[config.mk]
export PLATFORM = sky130hd
export DESIGN_NAME = arb_mux4_1
export DESIGN_NICKNAME = d
export VERILOG_FILES = /design/src/rtl/arb_mux4_1.sv
export SDC_FILE = /design/constraint.sdc
export NUM_CORES = 1
export LEC_CHECK = 0
export BUFFER_PORTS_ARGS = -buffer_cell sky130_fd_sc_hd__buf_2
export CORE_ASPECT_RATIO = 1.1
export CORE_MARGIN = 4
export CORE_UTILIZATION = 42
export DETAILED_ROUTE_END_ITERATION = 10
export GPL_TIMING_DRIVEN = 0
export HOLD_SLACK_MARGIN = 0.12
export PLACE_DENSITY = 0.74
export SETUP_SLACK_MARGIN = 0.4
export SYNTH_ARGS = -nofsm -noshare
export SYNTH_HDL_FRONTEND = slang
export SYNTH_SLANG_ARGS = --single-unit
[constraint.sdc]
create_clock -name clk -period 1.8 [get_ports clk]
set_input_delay 0.18 -clock clk [delete_from_list [all_inputs] [get_ports clk]]
set_output_delay 0.18 -clock clk [all_outputs]
set_load 0.005 [all_outputs]
[src/rtl/arb_mux4_1.sv]
`default_nettype none
// ============================================================================
// Module   : arb_mux4_1
// Brief    : 4:1 round-robin arbitrating mux with registered, tagged output
// Revision : 1.0
// ============================================================================
module arb_mux4_1 #(
    parameter int WIDTH = 3,
    parameter int CNT_W = 8
) (
    input  logic             clk,
    input  logic             rst_n,
    input  logic [WIDTH-1:0] A,
    input  logic [WIDTH-1:0] B,
    input  logic [WIDTH-1:0] C,
    input  logic [WIDTH-1:0] D,
    input  logic             A_valid,
    input  logic             B_valid,
    input  logic             C_valid,
    input  logic             D_valid,
    output logic             A_ready,
    output logic             B_ready,
    output logic             C_ready,
    output logic             D_ready,
    output logic [WIDTH-1:0] out,
    output logic [1:0]       sel,
    output logic             out_valid,
    input  logic             out_ready,
    output logic [CNT_W-1:0] xfer_cnt
);

    logic [WIDTH-1:0] r_out;
    logic [1:0]       r_sel;
    logic             r_out_valid;
    logic [1:0]       r_prio;
    logic [CNT_W-1:0] r_cnt;

    logic [3:0]       w_valid;
    logic             w_any;
    logic             w_load_en;
    logic [1:0]       w_grant;
    logic [WIDTH-1:0] w_data;

    assign w_valid   = {D_valid, C_valid, B_valid, A_valid};
    assign w_any     = |w_valid;
    assign w_load_en = !r_out_valid || out_ready;

    // Scan downwards so the channel closest to the pointer is written last and wins.
    always_comb begin
        w_grant = r_prio;
        for (int k = 3; k >= 0; k--) begin
            if (w_valid[r_prio + 2'(k)]) begin
                w_grant = r_prio + 2'(k);
            end
        end
    end

    always_comb begin
        w_data = A;
        case (w_grant)
            2'd0:    w_data = A;
            2'd1:    w_data = B;
            2'd2:    w_data = C;
            default: w_data = D;
        endcase
    end

    assign A_ready = rst_n && w_load_en && A_valid && (w_grant == 2'd0);
    assign B_ready = rst_n && w_load_en && B_valid && (w_grant == 2'd1);
    assign C_ready = rst_n && w_load_en && C_valid && (w_grant == 2'd2);
    assign D_ready = rst_n && w_load_en && D_valid && (w_grant == 2'd3);

    always_ff @(posedge clk) begin
        if (!rst_n) begin
            r_out       <= '0;
            r_sel       <= 2'b00;
            r_out_valid <= 1'b0;
            r_prio      <= 2'd0;
            r_cnt       <= '0;
        end else begin
            if (r_out_valid && out_ready) begin
                r_cnt <= r_cnt + CNT_W'(1);
            end
            if (w_load_en) begin
                if (w_any) begin
                    r_out       <= w_data;
                    r_sel       <= w_grant;
                    r_out_valid <= 1'b1;
                    r_prio      <= w_grant + 2'd1;
                end else begin
                    r_out_valid <= 1'b0;
                end
            end
        end
    end

    assign out       = r_out;
    assign sel       = r_sel;
    assign out_valid = r_out_valid;
    assign xfer_cnt  = r_cnt;

endmodule
`default_nettype wire

==> out/qor.txt, run 1 <==
# IOs - 37
arrival time at the worst endpoint - 1.74 ns
CTS tree - done
max_slew headroom - 75.74%
Worst Hold Slack - 0.1703 ns
DP HPWL - 1712 µm
Final WS setup - -0.1219 ns
Clock Path Buffers - 2
antenna cell count - 0
DRT antenna net count - 0
worst r2r src - r_prio[1]
sequential area share after synthesis - 35.16%
share of cells above drive strength 1 - 44.97%
Slew @ Worst Pin - 0.3639 ns
family with the most delay on the worst path - compound AO/OA/AOI/OAI gates
initial antenna violation count - 0
area grow syn2layout - 40.66%
number of global-route vias before repair - 829
library cells used by synthesis - 32
via-per-instance ratio - 5.209
classification of the worst setup path - reg -> out
Core Area - 2042 µm²
fin crit period - 1.922 ns
CP endpoint kind - primary output
Nets - 176
synth warn - 0
Die Ht - 56.84 µm
first-pass GRT wire length - 3808 µm
CP max stage delay - 0.37 ns
Iter 0 DRT Violations - 20
crit-path max FO - 5
cell row count - 17
Yosys reg bits - 16
hold_buf cts - 0
status - finished with violations
area leader, netlist - dfxtp_1
Worst Path Buf+Inv - 3
largest net degree at the start of global routing - 11
routed via count - 922
clk root buf - clkbuf_4
Die Area - 2978 µm²
total CTS buffers - 3
clock latency on the worst-skew pair - 0.28 ns
Tcrit/Tclk final - 106.8%
CTS sink cnt - 16
Max stage delay cell, worst path - dfxtp_4
clock transition at the registers of the reported paths - 0.09 ns
final hold violation count - 0
Filler cells - 193
RSZ-0062 raised after global routing - yes
CP startpoint - r_prio[1]
Buffers on Ports - 36
Post-Syn Instances - 106
HP Start - D[2]
synth top area cells - dfxtp_1, ha_1, nand2_1, a21oi_1, and2_1
Post-Route Skew - 0.001348 ns
Peak VDD IR - 0.4100 mV
grt ovf - 0
Tightest Hold Check Type - in -> reg
max-cap violation count - 0
Core Util, Final - 62.75%
final WL - 2423 µm
Req. time, crit path - 1.62 ns
crit path launch type - flop
Starting Density - 44.61%
post-synth top area share - 35.16%
Leak - 0.5885 nW
final setup fails - 7
synthesized area - 910.9 µm²
Die W - 52.40 µm
Power per Cell Area - 715.6 nW/µm²
routed len/inst - 13.69 µm
FMAX - 520.3 MHz
Post-Syn Nets - 131
crit path cell chain - inv_1, a21oi_2, o221a_4, buf_4, ha_1, and3_1, buf_2
H-tree levels - 1
DRT Pass-1 Iters - 4
drc violations - 0
failing checks - negative setup slack
final count of pins violating max slew - 0
Mapped Avg Cell Area - 8.593 µm²
all-layer global routing usage - 16.52%
GPL Wtd Cong - 0.7295
what timing repair did:
action                     4_1_cts  5_1_grt
setup endpoints to repair        8        9
buffers inserted                 3        1
gates resized for setup          8        9
pin swaps                        6        4
cells by family (layout without fill, tap and decap cells):
group | Yosys count | count (layout) | synth area share, %
and+or+nand+nor | 44 | 44 | 26.79
AOI/OAI and AO/OA | 28 | 28 | 21.29
DFF | 16 | 16 | 35.17
buffers and inverters | 7 | 50 | 3.707
adders and majority gates | 6 | 6 | 8.242
xor gates and xnor gates | 5 | 5 | 4.809
layer usage:
| layer | wire length (µm) | vias up | track usage (%) |
|---|---|---|---|
| met5 | 0 | - | 0 |
| met4 | 32 | 0 | 7.299 |
| met3 | 114 | 5 | 1.326 |
| met2 | 1287 | 26 | 27.66 |
| met1 | 987 | 421 | 21.00 |
| li1 | - | 470 | - |
placed cells by master, fill, tap and decap left out, types with 4 or more instances in the layout:
cell | netlist | layout
and2_1 | 5 | 5
buf_4 | 0 | 4
nand2_1 | 10 | 10
inv_1 | 4 | 4
nor2b_1 | 5 | 4
o22ai_1 | 4 | 4
nor2_1 | 6 | 5
a21oi_1 | 7 | 5
buf_2 | 0 | 35
dfxtp_1 | 16 | 13
final cells by class:
| type | count | area [µm²] | area share [%] |
|---|---|---|---|
| Multi-Input combinational cell | 83 | 644.4 | 50.29 |
| Sequential cell | 16 | 326.6 | 25.49 |
| Timing Repair Buffer | 40 | 216.5 | 16.89 |
| Tap cell | 28 | 35.03 | 2.734 |
| Clock buffer | 3 | 22.52 | 1.758 |
| Inverter | 5 | 21.27 | 1.660 |
| Buffer | 2 | 15.01 | 1.172 |
state kept, by name (all words and copies together) (netlist names):
name / cells
sel: 2
xfer_cnt: 8
out: 3
r_prio: 2
out_valid: 1
stage by stage:
stage	total power, mW	TNS, ns	setup slack (ns)	instance area [µm²]	cells
final	0.9168	-0.4819	-0.1219	1281	177
after floorplan	0.5785	0	0.1440	943.4	106
after detailed placement	0.6674	-0.4424	-0.1793	1159	170
after global routing	0.9684	-1.220	-0.2398	1281	177
after CTS	0.8686	-0.4482	-0.1144	1230	176
after global placement	0.6611	-0.3204	-0.1287	1159	170
worst paths after layout:
check / to / slack (ns) / depth (start not counted)
worst max-delay path: D_ready / -0.12 / 7
worst min-delay path: out[2] / 0.17 / 3
worst max register to register: out[0] / -0.11 / 9
worst min register to register: out[2] / 0.47 / 2
cells in the mapped netlist:
library cell and instances:
dfxtp_1 16, nand2_1 10, a21oi_1 7, ha_1 6
nor2_1 6, o21ai_0 6, and2_1 5, nor2b_1 5
and3_1 4, inv_1 4, o22ai_1 4, a222oi_1 3
nand3_1 3, xnor2_1 3, a21boi_0 2, nand2b_1 2
nor3_1 2, o221a_2 2, or3_1 2, xor2_1 2
a21boi_2 1, a2bb2oi_1 1, a31oi_1 1, buf_6 1
clkbuf_1 1, inv_2 1, nand2_4 1, nand3_2 1
nand4_1 1, nor4_2 1, o211a_1 1, or2_0 1
where the power goes:
part	switching, mW	internal (mW)
clock	0.106	0.0776
combinational	0.164	0.161
sequential	0.0241	0.385
total	0.294	0.623
tightest hold or removal path: stages:
cell and delay (ns):
buf_2 0.07, a21oi_1 0.06, o22ai_1 0.10
Power figures use the tool's default switching activity.
==> run 2, diff against run 1 <==
CORE_UTILIZATION = 50   (was 42)
PLACE_DENSITY = 0.82   (was 0.74)
clock period = 2.4 ns   (was 1.8 ns; I/O delays follow)
==> run 2 against run 1 <==
Compared with the run above:
- flip-flop and latch count stayed put
- global-route usage up 2.9 points
- setup slack gained 0.50 ns
- final cell count decreased by 5.1%
- sequential share of layout area down 0.70 points
- the run now ends clean
- die area is 14% lower
- final area rose by 3.2%
- register-to-register slack improved by 0.59 ns
- critical path depth is the same
- clock skew barely moved
- via count increased by 5.9%
==> out/qor.txt, run 2 (same netlist as run 1, synthesis figures left out) <==
status - completed
Core Util, Final - 80.08% (+17 points)
routed via count - 976 (+5.9%)
Req. time, crit path - 2.16 ns (+0.54 ns)
clock latency on the worst-skew pair - 0.29 ns (about the same)
classification of the worst setup path - reg -> out
Buffers on Ports - 36 (unchanged)
Starting Density - 55.15% (+11 points)
Nets - 177 (+0.57%)
Tcrit/Tclk final - 84.34%
arrival time at the worst endpoint - 1.78 ns (+0.04 ns)
via-per-instance ratio - 5.810 (+12%)
setup TNS - 0 ns (+0.4819 ns)
FMAX - 494.0 MHz
area grow syn2layout - 45.19%
Leak - 0.6032 nW (+2.5%)
R2R Setup Slk - 0.48 ns (+0.59 ns)
# IOs - 37 (unchanged)
most frequent cells in the layout - buf_2, dfxtp_1, nand2_1
all-layer global routing usage - 19.43% (+2.9 points)
combinational power share - 34.8% (-0.6 points)
final setup fails - 0 (-7)
fin crit period - 2.024 ns
CTS sink cnt - 16 (unchanged)
Clock Path Buffers - 2 (unchanged)
Peak VDD IR - 0.5498 mV (+34%)
final WL - 2680 µm (+11%)
drc violations - 0 (unchanged)
max_slew headroom - 72.77% (-3.0 points)
share of cells above drive strength 1 - 45.03% (+0.067 points)
total CTS buffers - 3 (unchanged)
final hold violation count - 0 (unchanged)
Die Area - 2569 µm² (-14%)
DP HPWL - 1716 µm (+0.20%)
total power - 742.8 µW (-19%)
crit-path max FO - 6 (+1)
commonest non-fill, non-tap cell in the layout - buf_2
CP startpoint - r_prio[1]
routed len/inst - 15.95 µm (+17%)
antenna cell count - 0 (unchanged)
H-tree levels - 1 (unchanged)
DRT antenna net count - 0 (unchanged)
first-pass GRT wire length - 3981 µm (+4.5%)
Power per Cell Area - 561.7 nW/µm² (-22%)
Slew @ Worst Pin - 0.4084 ns (+0.04454 ns)
worst r2r dst - out[2]
max-cap violation count - 0 (unchanged)
Die W - 48.70 µm (-7.1%)
critical path capture point - C_ready
Die Ht - 52.77 µm (-7.2%)
Iter 0 DRT Violations - 45 (+130%)
RSZ-0062 raised after global routing - yes
Sw Ratio - 31.34% (-0.72 points)
CTS tree - done
DRT Pass-1 Iters - 4 (unchanged)
Filler cells - 99 (-49%)
Core Area - 1652 µm² (-19%)
HP Start - D[0]
CP endpoint kind - primary output
worst r2r src - r_prio[1]
number of global-route vias before repair - 904 (+9.0%)
clock transition at the registers of the reported paths - 0.09 ns (about the same)
clock share of power - 23.8% (+3.8 points)
final count of pins violating max slew - 0 (unchanged)
GPL Wtd Cong - 0.8264 (+13%)
Reg2Reg Depth - 9 (unchanged)
initial antenna violation count - 0 (unchanged)
grt ovf - 0 (unchanged)
cell row count - 15 (-2)
Flop pwr share - 41.4% (-3.2 points)
Cell Int Power - 510.0 µW (-18%)
crit path launch type - flop
Tightest Hold Check Type - in -> reg
clk root buf - clkbuf_4
max FFs per register - 8 (unchanged)
Net Sw Power - 232.8 µW (-21%)
largest net degree at the start of global routing - 11 (unchanged)
Post-Route Skew - 0.001397 ns (+0.00004863 ns)
[run 2: changes by cell type in the layout (fill, tap and decap cells not counted), moves of 2 or more]
cell / before / now
and3_1: 3 / 1
and3_4: 1 / 3
buf_2: 35 / 33
buf_6: 2 / 4
dfxtp_2: 2 / 0
ha_4: 2 / 4
nor2b_4: 0 / 2
[run 2: cell type report]
class | instances | area (µm²) | share of cell area, %
flip-flops and latches | 16 | 327.8 | 24.79
inverters | 5 | 21.27 | 1.608
well taps | 17 | 21.27 | 1.608
repair buffers | 41 | 236.5 | 17.88
multi-input cells | 83 | 664.4 | 50.24
plain buffers | 2 | 15.01 | 1.135
clock buffers | 4 | 36.28 | 2.744
[run 2: per-stage QoR]
| stage | hold slack [ns] | instance area, µm² | std cells | setup WS, ns |
|---|---|---|---|---|
| finish | 0.2598 | 1323 | 168 | 0.3758 |
| detailed placement | 0.4622 | 1112 | 159 | 0.3111 |
| floorplan | 0.3938 | 910.9 | 106 | 0.6411 |
| global route | 0.2822 | 1323 | 168 | 0.2983 |
| global placement | 0.4497 | 1112 | 159 | 0.3712 |
| CTS | 0.2521 | 1192 | 166 | 0.3969 |
[run 2: worst max-delay path, stage by stage (launching register included)]
cell      delay, ns
dfxtp_4        0.38
nor3_2         0.04
or2_1          0.26
a21oi_4        0.21
nand2b_4       0.19
ha_4           0.15
and3_4         0.18
buf_6          0.09
[run 2: worst min path at each step]
stage | end | slack [ns] | cells past startpoint
after global routing | out[0] | 0.28 | 3
after detailed placement | sel[0] | 0.46 | 2
after floorplan | xfer_cnt[1] | 0.39 | 1
after global placement | out[2] | 0.45 | 2
after CTS | out[0] | 0.25 | 3
final | out[0] | 0.26 | 3
[run 2: layer usage]
metal | wire length, µm | GRT usage (%) | vias to the layer above
li1 | - | - | 476
met3 | 136 | 5.128 | 4
met5 | 0 | 0 | -
met4 | 44 | 5.381 | 0
met2 | 1409 | 33.70 | 35
met1 | 1089 | 23.58 | 461
[run 2: power by group through the flow]
stage	Sequential (mW)	Clock, mW	Combinational [mW]
global route	0.311	0.203	0.282
CTS	0.305	0.181	0.196
finish	0.307	0.177	0.259
global placement	0.308	0	0.171
floorplan	0.308	0	0.112
detailed placement	0.309	0	0.176
[run 2: what timing repair did]
item                                   in CTS  in global routing
setup buffers                               3                  2
endpoints found under the hold margin       0                  0
hold buffers                                0                  0
pin swaps                                   1                 12
resized for setup                           7                 25
gates cloned                                0                  0
setup endpoints to repair                   7                  7
==> run 3, diff against run 2 <==
CORE_UTILIZATION = 42   (was 50)
PLACE_DENSITY = 0.74   (was 0.82)
clock period = 1.7 ns   (was 2.4 ns; I/O delays follow)
==> run 3 against run 2 <==
Compared with the run above:
- the flow now finishes with violations (negative setup slack)
- final area is 3.0% lower
- total power is 30% higher
- clock power is 12% higher
- combinational power is 29% higher
- register-to-register slack worse by 0.57 ns
- non-clock buffer count stayed put
- via count is 1.8% lower
- critical endpoint unchanged
==> out/qor.txt, run 3 (same netlist as run 1, synthesis figures left out) <==
status - finished with violations
failing checks - negative setup slack
Leak - 0.6069 nW (+0.61%)
DRT Pass-1 Iters - 4 (unchanged)
number of global-route vias before repair - 956 (+5.8%)
classification of the worst setup path - reg -> out
antenna cell count - 0 (unchanged)
setup TNS - -0.8375 ns (-0.8375 ns)
most frequent cells in the layout - buf_2, nand2_1, dfxtp_1
final setup fails - 7 (+7)
Final WS setup - -0.1697 ns (-0.5455 ns)
H-tree levels - 1 (unchanged)
Post-Layout Inst Area - 1282 µm² (-3.0%)
Filler cells - 195 (+97%)
Placed Instances - 170 (+6.9%)
fin crit period - 1.870 ns
CTS tree - done
Net Sw Power - 306.8 µW (+32%)
all-layer global routing usage - 17.43% (-2.0 points)
Flop pwr share - 44.9% (+3.5 points)
Slew @ Worst Pin - 0.3644 ns (-0.04397 ns)
FMAX - 534.8 MHz
Placed Area - 1156 µm² (+3.9%)
Power per Cell Area - 751.7 nW/µm² (+34%)
Non-Filler Instances - 178 (+6.0%)
max FFs per register - 8 (unchanged)
critical path capture point - C_ready
Die Area - 2978 µm² (+16%)
via-per-instance ratio - 5.382 (-7.4%)
hold_buf cts - 0 (unchanged)
DRT antenna net count - 0 (unchanged)
GPL Wtd Cong - 0.7056 (-15%)
worst r2r dst - out[1]
clock transition at the registers of the reported paths - 0.09 ns (about the same)
met1 usage - 20.19% (-3.4 points)
Die W - 52.40 µm (+7.6%)
WP depth - 7 (unchanged)
Iter 0 DRT Violations - 95 (+110%)
Buffers on Ports - 36 (unchanged)
R2R Setup Slk - -0.09 ns (-0.57 ns)
Worst Path Buf+Inv - 1 (unchanged)
Reg2Reg Depth - 9 (unchanged)
CP startpoint - r_prio[1]
initial antenna violation count - 0 (unchanged)
CTS sink cnt - 16 (unchanged)
GRT Max-Usage Layer - met2
drc violations - 0 (unchanged)
largest net degree at the start of global routing - 11 (unchanged)
clock share of power - 20.6% (-3.2 points)
clk root buf - clkbuf_4
clock latency on the worst-skew pair - 0.28 ns (about the same)
Starting Density - 44.61% (-11 points)
max-cap violation count - 0 (unchanged)
Clock Path Buffers - 2 (unchanged)
commonest non-fill, non-tap cell in the layout - buf_2
total CTS buffers - 3 (unchanged)
routed via count - 958 (-1.8%)
area grow syn2layout - 40.80%
Cell Int Power - 657.3 µW (+29%)
final hold violation count - 0 (unchanged)
family with the most delay on the worst path - simple AND/OR/NAND/NOR gates
crit path launch type - flop
# IOs - 37 (unchanged)
Sw Ratio - 31.82% (+0.48 points)
Post-Route Skew - 0.006705 ns (+0.005308 ns)
Req. time, crit path - 1.53 ns (-0.63 ns)
final count of pins violating max slew - 0 (unchanged)
routed len/inst - 13.80 µm (-13%)
crit-path max FO - 5 (-1)
Core Area - 2042 µm² (+24%)
Peak VDD IR - 0.3984 mV (-28%)
final WL - 2457 µm (-8.3%)
Tightest Hold Check Type - in -> reg
share of cells above drive strength 1 - 47.33% (+2.3 points)
crit path cell chain - nor3_2, or2_1, a21oi_2, nand2b_4, ha_4, and3_4, buf_6
Tcrit/Tclk final - 110.0%
Die Ht - 56.84 µm (+7.7%)
CP max stage delay - 0.38 ns (about the same)
RSZ-0062 raised after global routing - yes
CP endpoint kind - primary output
first-pass GRT wire length - 3967 µm (-0.35%)
DP HPWL - 1850 µm (+7.8%)
arrival time at the worst endpoint - 1.70 ns (-0.08 ns)
worst r2r src - r_prio[1]
cell row count - 17 (+2)
max_slew headroom - 75.70% (+2.9 points)
Max stage delay cell, worst path - dfxtp_4
met3 Usage GRT - 0.7958% (-4.3 points)
grt ovf - 0 (unchanged)
GRT met2 Usage - 31.03% (-2.7 points)
combinational power share - 34.5% (-0.3 points)
Nets - 177 (unchanged)
==> run 3: how the worst min path moves through the flow <==
stage                       end   from  slack (ns)  cells past startpoint
floorplan           xfer_cnt[1]  rst_n        0.32                      1
global placement         out[2]   D[2]        0.44                      3
detailed placement       out[2]   D[2]        0.44                      3
CTS                      out[2]   D[2]        0.15                      3
global route             out[2]   D[2]        0.18                      3
finish                   out[2]   D[2]        0.16                      3
==> run 3: routing by layer <==
layer  up-vias  wire length, µm
met5         -                0
met4         0                8
met3         2               93
met2        32             1353
met1       452             1002
li1        472                -
==> run 3: layout make-up <==
type	instances	area [µm²]	area share, %
Tap cell	28	35.03	2.732
Inverter	5	21.27	1.659
Clock buffer	3	22.52	1.756
Buffer	2	15.01	1.171
Timing Repair Buffer	41	224.0	17.46
Sequential cell	16	330.3	25.76
Multi-Input combinational cell	83	634.4	49.46
==> run 3: stage by stage <==
stage               setup WS [ns]  power (mW)  hold slack (ns)  utilization, %
global placement          -0.2752      0.7002           0.4395           56.62
global route              -0.2585       1.022           0.1780           62.81
CTS                       -0.1808      0.9427           0.1519           61.03
floorplan                 0.04355      0.6122           0.3238               -
detailed placement        -0.3197      0.7065           0.4445           56.62
finish                    -0.1697      0.9641           0.1585           62.81
==> run 3: worst min-delay path: cells and delay by family <==
family | cells | cell delay [ns]
buffers and inverters | 1 | 0.07
AOI/OAI and AO/OA | 2 | 0.14
==> run 3: what timing repair did <==
action / in CTS / in global routing
resized for setup: 11 / 10
pin swaps: 6 / 4
cloned: 0 / 0
setup buffers: 5 / 0
endpoints found under the setup margin: 10 / 10
==> run 3: power by group through the flow <==
stage | clock network, mW | registers, mW | logic, mW
6_report | 0.198 | 0.433 | 0.333
5_1_grt | 0.217 | 0.438 | 0.367
4_1_cts | 0.203 | 0.432 | 0.308
3_5_place_dp | 0 | 0.438 | 0.268
3_3_place_gp | 0 | 0.437 | 0.264
2_1_floorplan | 0 | 0.437 | 0.176
